File: src/rtl/mdu_pkg.sv
// mdu_pkg: op encodings and FSM state encoding shared by the iterative multiply/divide unit.
package mdu_pkg;
   localparam logic [1:0] MDU_MULT  = 2'b00;
   localparam logic [1:0] MDU_MULTU = 2'b01;
   localparam logic [1:0] MDU_DIV   = 2'b10;
   localparam logic [1:0] MDU_DIVU  = 2'b11;
   typedef enum logic [1:0] {ST_IDLE, ST_BUSY, ST_FIX, ST_DONE} mdu_state_e;
endpackage

File: src/rtl/mdu_sign_fix.sv
// mdu_sign_fix: conditional two's-complement negate; with neg_i = sign bit it yields |x|.
module mdu_sign_fix #(
   parameter int W = 32
) (
   input  logic [W-1:0] x_i,
   input  logic         neg_i,
   output logic [W-1:0] y_o
);
   assign y_o = neg_i ? -x_i : x_i;
endmodule

File: src/rtl/alu_mdu.sv
// alu_mdu: iterative MULT/MULTU/DIV/DIVU unit with valid/ready handshake, cancel and held result.
// Define MDU_EARLY_EXIT_EN to end a multiply once the remaining multiplier bits are all zero.
module alu_mdu
   import mdu_pkg::*;
#(
   parameter int WIDTH = 32
) (
   input  logic             clk,
   input  logic             reset,
   input  logic             in_valid,
   output logic             in_ready,
   input  logic [1:0]       op,
   input  logic [WIDTH-1:0] a,
   input  logic [WIDTH-1:0] b,
   input  logic             cancel,
   output logic             out_valid,
   input  logic             out_ready,
   output logic [WIDTH-1:0] hi,
   output logic [WIDTH-1:0] lo,
   output logic             div_zero,
   output logic             busy
);
   localparam int CW = $clog2(WIDTH + 1);
   mdu_state_e st_q;
   logic [CW-1:0] cnt_q;
   logic div_q, neg_lo_q, neg_hi_q, bz_q, ov_q, dz_q, last;
   logic [WIDTH-1:0] a_q, mp_q, hi_q, lo_q, ma, mb, q_fix, r_fix;
   logic [2*WIDTH-1:0] acc_q, mc_q, acc_d, p_fix;
   logic [WIDTH:0] diff;
   logic sa, sb;
   assign sa = ~op[0] & a[WIDTH-1];
   assign sb = ~op[0] & b[WIDTH-1];
   mdu_sign_fix #(.W(WIDTH)) u_abs_a (.x_i(a), .neg_i(sa), .y_o(ma));
   mdu_sign_fix #(.W(WIDTH)) u_abs_b (.x_i(b), .neg_i(sb), .y_o(mb));
   mdu_sign_fix #(.W(2*WIDTH)) u_fix_p (.x_i(acc_q), .neg_i(neg_lo_q), .y_o(p_fix));
   mdu_sign_fix #(.W(WIDTH)) u_fix_q (.x_i(acc_q[WIDTH-1:0]), .neg_i(neg_lo_q), .y_o(q_fix));
   mdu_sign_fix #(.W(WIDTH)) u_fix_r (.x_i(acc_q[2*WIDTH-1:WIDTH]), .neg_i(neg_hi_q), .y_o(r_fix));
   // divide keeps {remainder, dividend/quotient} in acc; multiply accumulates the product there
   always_comb begin
      diff  = acc_q[2*WIDTH-1:WIDTH-1] - {1'b0, mc_q[WIDTH-1:0]};
      acc_d = div_q ? (diff[WIDTH] ? {acc_q[2*WIDTH-2:0], 1'b0}
                                   : {diff[WIDTH-1:0], acc_q[WIDTH-2:0], 1'b1})
                    : (mp_q[0] ? acc_q + mc_q : acc_q);
   end
`ifdef MDU_EARLY_EXIT_EN
   assign last = ~div_q & (mp_q[WIDTH-1:1] == '0);
`else
   assign last = 1'b0;
`endif
   always_ff @(posedge clk or posedge reset) begin
      if (reset) begin
         st_q     <= ST_IDLE;
         cnt_q    <= '0;
         div_q    <= 1'b0;
         neg_lo_q <= 1'b0;
         neg_hi_q <= 1'b0;
         bz_q     <= 1'b0;
         a_q      <= '0;
         mp_q     <= '0;
         acc_q    <= '0;
         mc_q     <= '0;
         ov_q     <= 1'b0;
         dz_q     <= 1'b0;
         hi_q     <= '0;
         lo_q     <= '0;
      end else if (cancel) begin
         st_q <= ST_IDLE;
         ov_q <= 1'b0;
      end else begin
         case (st_q)
            ST_IDLE: if (in_valid) begin
               st_q     <= ST_BUSY;
               cnt_q    <= CW'(WIDTH);
               div_q    <= op[1];
               neg_lo_q <= sa ^ sb;
               neg_hi_q <= sa;
               bz_q     <= b == '0;
               a_q      <= a;
               mp_q     <= mb;
               acc_q    <= op[1] ? {{WIDTH{1'b0}}, ma} : '0;
               mc_q     <= {{WIDTH{1'b0}}, op[1] ? mb : ma};
            end
            ST_BUSY: if (cnt_q == '0) st_q <= ST_FIX;
            else begin
               acc_q <= acc_d;
               mc_q  <= div_q ? mc_q : mc_q << 1;
               mp_q  <= mp_q >> 1;
               cnt_q <= last ? '0 : cnt_q - CW'(1);
            end
            ST_FIX: begin
               st_q <= ST_DONE;
               ov_q <= 1'b1;
               dz_q <= div_q & bz_q;
               lo_q <= !div_q ? p_fix[WIDTH-1:0] : bz_q ? '1 : q_fix;
               hi_q <= !div_q ? p_fix[2*WIDTH-1:WIDTH] : bz_q ? a_q : r_fix;
            end
            ST_DONE: if (out_ready) begin
               st_q <= ST_IDLE;
               ov_q <= 1'b0;
            end
         endcase
      end
   end
   assign in_ready  = st_q == ST_IDLE;
   assign busy      = st_q != ST_IDLE;
   assign out_valid = ov_q;
   assign hi        = hi_q;
   assign lo        = lo_q;
   assign div_zero  = dz_q;
endmodule

File: config.mk
export PLATFORM = sky130hd
export DESIGN_NAME = alu_mdu
export DESIGN_NICKNAME = d
export VERILOG_FILES = /design/src/rtl/mdu_pkg.sv /design/src/rtl/mdu_sign_fix.sv /design/src/rtl/alu_mdu.sv
export SDC_FILE = /design/constraint.sdc
export NUM_CORES = 1
export LEC_CHECK = 0
export ABC_CLOCK_PERIOD_IN_PS = 8970
export BUFFER_PORTS_ARGS = -buffer_cell sky130_fd_sc_hd__buf_2
export CORE_MARGIN = 8
export CORE_UTILIZATION = 40
export CTS_BUF_LIST = sky130_fd_sc_hd__clkbuf_2
export CTS_CLUSTER_SIZE = 16
export DETAILED_ROUTE_END_ITERATION = 10
export PLACE_DENSITY_LB_ADDON = 0.05
export SKIP_LAST_GASP = 1
export SLEW_MARGIN = 20
export SYNTH_ARGS = -nofsm -noshare
export SYNTH_HDL_FRONTEND = slang
export SYNTH_SLANG_ARGS = --single-unit
File: constraint.sdc
create_clock -name clk -period 8.97 [get_ports clk]
set_input_delay 1.794 -clock clk [delete_from_list [all_inputs] [get_ports clk]]
set_output_delay 1.794 -clock clk [all_outputs]
set_load 0.05 [all_outputs]
### Yosys cells after proc, flatten, opt, wreduce, memory -nomap -nowiden

Index checks and enable logic that the tools add are counted.

| cells by class | value |
|---|---|
| add/subtract/negate cells | 8 |
| equality and inequality tests | 10 |
| multiplexer cells | 35 |
| bitwise logic cells | 6 |
| reduce and logical (&&, ||, !) cells | 13 |

Operators by type and width:

| kind | number |
|---|---|
| $mux 64 | 9 |
| $mux 32 | 12 |
| $pmux 64 s2 | 2 |
| $neg 32->32 | 4 |
| $add 64x64->64 | 1 |
| $neg 64->64 | 1 |
| $pmux 32 s2 | 1 |
| $sub 33x32->33 | 1 |
| $logic_not 32->1 | 1 |
| $mux 6 | 2 |
| $pmux 6 s2 | 1 |
| $reduce_and 5->1 | 2 |
| $ne 3x3->1 const B | 3 |
| $mux 2 | 4 |
| $pmux 2 s4 | 1 |
| $logic_not 6->1 | 1 |
| $ne 2x2->1 const B | 3 |
| $reduce_and 3->1 | 2 |
| $sub 6x1->6 const B | 1 |
| $eq 2x2->1 const B | 2 |
| $reduce_and 2->1 | 2 |
| $reduce_and 4->1 | 1 |
| $reduce_bool 2->1 | 2 |
| $and 1x1->1 | 3 |
| 8 further kinds | 10 |

| storage, ports and cells | value |
|---|---|
| bits in registers | 270 |
| input port bits | 71 |
| output and inout bits | 68 |
| logic and storage cells | 86 |

### Longest topological paths before layout

| depth | value |
|---|---|
| depth in word-level cells | 6 |
| gate-level depth with buffers | 15 |

### By module

Synthesis repeated with hierarchy kept, for this count alone.

| unflattened totals | value |
|---|---|
| cells, all modules | 2,696 |
| area total of the unflattened synthesis | 22,630.5 um2 |

By module, submodules not included:

| module | instances | cells an instance | area an instance (um2) | seq. area each (um2) |
|---|---|---|---|---|
| alu_mdu | 1 | 2,078 | 18,149.9 | 6,756.5 |
| mdu_sign_fix (u_abs_a ...) | 2 | 108 | 767.0 | 0.0 |
| mdu_sign_fix (u_fix_p) | 1 | 198 | 1,453.9 | 0.0 |
| mdu_sign_fix (u_fix_q) | 1 | 99 | 748.2 | 0.0 |
| mdu_sign_fix (u_fix_r) | 1 | 105 | 744.5 | 0.0 |

### Least setup slack after synthesis

No wires, ideal clock.

| timing | value |
|---|---|
| kind | input-to-reg |
| from | in a[13] |
| to | reg acc_q[29] |
| arrival time | 4.495 ns |
| setup slack | 4.345 ns |
| stages | 11 |
| path through | or4_1 or3_1 or4b_4 nor4b_4 nand2_2 o31ai_4 nand2_1 xnor2_1 nor2_1 a221oi_1 o21ai_1 |

| on the way | value |
|---|---|
| cells in the longest elaborated chain, start to end | 5 |

Ends and longest elaborated chain:

| item | line | text |
|---|---|---|
| start: declaration | alu_mdu.sv:13 | `input logic [WIDTH-1:0] a,` |
| $neg 32->32 | mdu_sign_fix.sv:9 | `assign y_o = neg_i ? -x_i : x_i;` |
| $mux 32 | mdu_sign_fix.sv:9 |  |
| $mux 32 | alu_mdu.sv:80 | `acc_q <= op[1] ? {{WIDTH{1'b0}}, ma} : '0;` |
| $mux 64 | alu_mdu.sv:71 | `ST_IDLE: if (in_valid) begin` |
| $pmux 64 s2 | alu_mdu.sv:70 | `case (st_q)` |
| end signal: assignment | alu_mdu.sv:80 |  |
| end: declaration | alu_mdu.sv:28 | `logic [2*WIDTH-1:0] acc_q, mc_q, acc_d, p_fix;` |

Every way passes these cells. The select of a mux whose other input is x is not followed.
A chain may end at the register's enable or synchronous reset.

### Worst setup path after layout

| timing | value |
|---|---|
| from | reg acc_q[31] |
| to | reg acc_q[48] |

| on the way | value |
|---|---|
| cells in the longest elaborated chain, start to end | 5 |
| elaborated cells between the ends (all ways) | 7 |
| classes of those cells | add/sub: 2; mux: 5 |

Ends and longest elaborated chain:

| item | line | text |
|---|---|---|
| $add 64x64->64 / $sub 33x32->33 (equally long branches) | alu_mdu.sv:43, alu_mdu.sv:40 |  |
| $mux 64, on equally long branches | alu_mdu.sv:43, alu_mdu.sv:41 |  |
| $mux 64 (*) | alu_mdu.sv:41 | `acc_d = div_q ? (diff[WIDTH] ? {acc_q[2*WIDTH-2:0], 1'b0}` |
| $mux 64 (*) | alu_mdu.sv:83 | `ST_BUSY: if (cnt_q == '0) st_q <= ST_FIX;` |
| $pmux 64 s2 (*) | alu_mdu.sv:70 |  |

Mark *: on every way between the ends. The rest lies on a longest branch, timed or not. The select of a mux whose other input is x is not followed.

==> impl_metrics.py <==
metrics = {
    "yosys": {
        "avgSynthCellArea_um2": 8.24,
        "syn_inst": 2505,
        "syn-cell-area_um2": 20700,
        "synth_edf_count": 0,
        "syn_nets": 2683,
        "yosysWarningCount": 0,
        "ys_ff_latch": 270,
        "synth-main-ff-cell": "dfrtp_1",
        "synth_simple_gate_area_frac": 0.164,
        "synth_top_area_share": 0.327,
        "synthDistinctLibCells": 79,
        "synthMuxAreaShare": 0.0453,
        "synth_xor_area_frac": 0.0966,
        "synthAdderAreaFrac": 0.0655,
        "synth_compound_area_frac": 0.258,
        "yosysMostFrequentCell": "nand2_1",
        "seq_area_frac_synth": 0.327,
        "synth_top_family_by_area": "compound AO/OA/AOI/OAI gates",
        "async_reset_ff_frac": 1.00,
        "ys_top_cells_by_count": "nand2_1, dfrtp_1, a21oi_1",
        "synthTopCellsByArea": "dfrtp_1, ha_1, a21oi_1",
        "yosys.area.top_type": "dfrtp_1",
    },
    "layout": {
        "nNetsFinal": 2765,
        "area_delta_synth_final_pct": 9.43,
        "layoutNonFillerInstCount": 3334,
        "design_area_um2": 22600,
        "drive_above_1_share": 0.136,
        "final_util": 0.441,
    },
    "clock_tree": {
        "max-clock-path-buffers": 3,
        "post_cts_resized": 0,
        "cts_setup_buffers": 0,
        "root_buffer": "clkbuf_2",
        "cts_tree": "yes",
        "hold_buffers": 0,
        "cts_sinks": 270,
        "clkTransAtPathRegs_ns": 0.11,
        "numCtsBuffers": 80,
        "h-tree-depth": 3,
        "clk-insertion-delay-late_ns": 1.07,
    },
    "run": {
        "cap_violations": 0,
    },
    "floorplan": {
        "ios": 139,
        "num_rows": 83,
        "core_area_um2": 51200,
        "die_y_um": 243,
        "start_util": 0.403,
        "die-area_um2": 59200,
        "die_width_um": 243,
    },
    "timing": {
        "period_share": 0.544,
        "rsz0062_at_grt": "no",
        "skew_ns": 0.0973,
        "fin_tns_setup_ns": 0,
        "slew-limit-headroom": 0.352,
        "fin_crit_ns": 4.88,
        "hold_viol_final": 0,
        "clock.fmax_mhz": 205,
        "setup_violations": 0,
        "slew_violations": 0,
        "tightest_slew_ns": 0.972,
    },
    "route": {
        "post_drt_wl_per_cell_um": 23.4,
        "drc_errors": 0,
        "via_count": 19702,
        "post_drt_via_cell_ratio": 5.91,
        "drt_iter0_markers": 2021,
        "wl_um": 77900,
        "drtPass1Iterations": 5,
        "drtAntennaViolNets": 0,
    },
    "global_route": {
        "grtUsageMet2": 0.381,
        "use_met3": 0.0406,
        "busiest_layer": "met2",
        "gr-usage-all-layers": 0.256,
        "globalRouteOverflowTotal": 0,
        "grt_antenna_before_repair": 7,
        "grt_pass1_vias": 18886,
        "grt_max_degree": 140,
        "met1_usage": 0.375,
        "grt_pass1_wl_um": 119000,
    },
    "setup_path": {
        "crit_fanout": 37,
        "reg2reg_depth": 15,
        "r2r_slack_ns": 4.09,
        "required_ns": 9.84,
        "setup.worst_path.class": "flip-flop to flip-flop",
        "endpoint_kind": "flip-flop",
        "critical_path_arrival_ns": 5.75,
        "r2r-end": "acc_q[48]",
        "worstSetupStartpointType": "flip-flop",
        "r2r_start": "acc_q[31]",
    },
    "hold_path": {
        "hold_depth": 2,
        "hp-class": "flip-flop to flip-flop",
        "hold_end": "hi[6]",
        "holdCritStartpoint": "hi[6]",
    },
    "outcome": {
        "status": "complete, no violations",
    },
    "place": {
        "hpwlAfterDp_um": 58100,
        "placed_area_um2": 21800,
        "place.gp.congestion": 0.937,
        "portBuffers": 138,
        "post-place-cells": 3185,
    },
    "pwr": {
        "powerDensity_nw_per_um2": 352,
        "leakage_nw": 10.1,
        "vdd_drop_max_uv": 321,
    },
}
## worst max path at each step
stage          cells after the start  slack [ns]       from   endpoint
5_1_grt                           15        3.94  acc_q[31]  acc_q[48]
4_1_cts                           15        4.17  acc_q[31]  acc_q[57]
3_3_place_gp                      12        3.80      a[13]  acc_q[30]
6_report                          15        4.09  acc_q[31]  acc_q[48]
3_5_place_dp                      12        3.82      a[13]  acc_q[30]
2_1_floorplan                      1        3.61      reset     a_q[0]
## critical path, stage by stage, from the launching register on
cell	delay (ns)
dfrtp_1	0.48
inv_1	0.12
ha_1	0.25
fa_1	0.42
nand2b_1	0.19
a21oi_1	0.19
o21ai_1	0.16
a21oi_1	0.39
a41oi_1	0.31
o31a_1	0.39
o21ai_1	0.31
xor2_4	0.16
buf_4	0.52
mux2_2	0.41
a221oi_1	0.28
nor2_1	0.07
## cell type report
class | count | area, um2
Sequential cell | 270 | 6760
Fill cell | 5173 | 28600
Timing Repair Buffer | 168 | 928
Antenna cell | 4 | 10.0
Inverter | 69 | 263
Clock inverter | 36 | 196
Clock buffer | 109 | 546
Tap cell | 680 | 851
Multi-Input combinational cell | 1998 | 13000
## per-stage QoR
| stage | total power [mW] | hold WS (ns) | worst slack (ns) |
|---|---|---|---|
| 2_1_floorplan | 5.51 | 0.445 | 3.61 |
| 4_1_cts | 7.95 | 0.482 | 4.17 |
| 5_1_grt | 8.55 | 0.512 | 3.94 |
| 3_3_place_gp | 6.87 | 0.456 | 3.80 |
| 6_report | 7.95 | 0.477 | 4.09 |
| 3_5_place_dp | 6.91 | 0.461 | 3.82 |
## state kept, by name, summed over array words and instances, names as in the netlist
name and flops:
a_q 32, acc_q 64, bz_q 1, cnt_q 6
div_q 1, div_zero 1, hi 32, lo 32
mc_q 64, mp_q 32, neg_hi_q 1, neg_lo_q 1
out_valid 1, st_q 2
## cells by family after synthesis
family / after synthesis
mux: 89
flops: 270
buf+inv: 237
fa+ha+maj: 107
xor+xnor: 227
compound gates: 845
simple gates: 730
## cell usage in the layout (no fill, tap or decap), drive strengths merged, types with 7 or more instances in the layout
cell    instances
a21oi         251
inv            70
nand4          23
buf           168
a31oi          13
o41ai          15
a211oi         63
nand3          36
a22o           34
a22oi          14
nor2          222
nor2b          20
o31ai          44
or3            17
o21bai          9
mux2i          54
o22ai           7
xor2          116
o21a            8
and2           21
nor3           22
nor4           16
nand2         277
dfrtp         270
o211ai         22
nand2b         26
o221ai         12
mux2           35
ha            105
xnor2         111
a222oi         10
a21o           46
clkbuf        109
a221oi         17
clkinv         32
or4            10
o21ai         247
## per-layer routing
layer	part of all wire	vias up	wire length, um
met1	0.48	9578	37100
met3	0.067	101	5220
met2	0.43	738	33800
met5	0.00026	-	20
met4	0.023	2	1830
li1	-	9283	-
## where the power goes
| group | switching, mW | leakage (nW) | internal [mW] | total (mW) |
|---|---|---|---|---|
| clock network | 0.619 | 0.550 | 0.392 | 1.01 |
| registers | 0.554 | 3.39 | 1.67 | 2.22 |
| logic | 3.15 | 6.12 | 1.56 | 4.71 |
| total | 4.32 | 10.1 | 3.63 | 7.95 |
No activity file was read; power rests on OpenSTA's default activity.
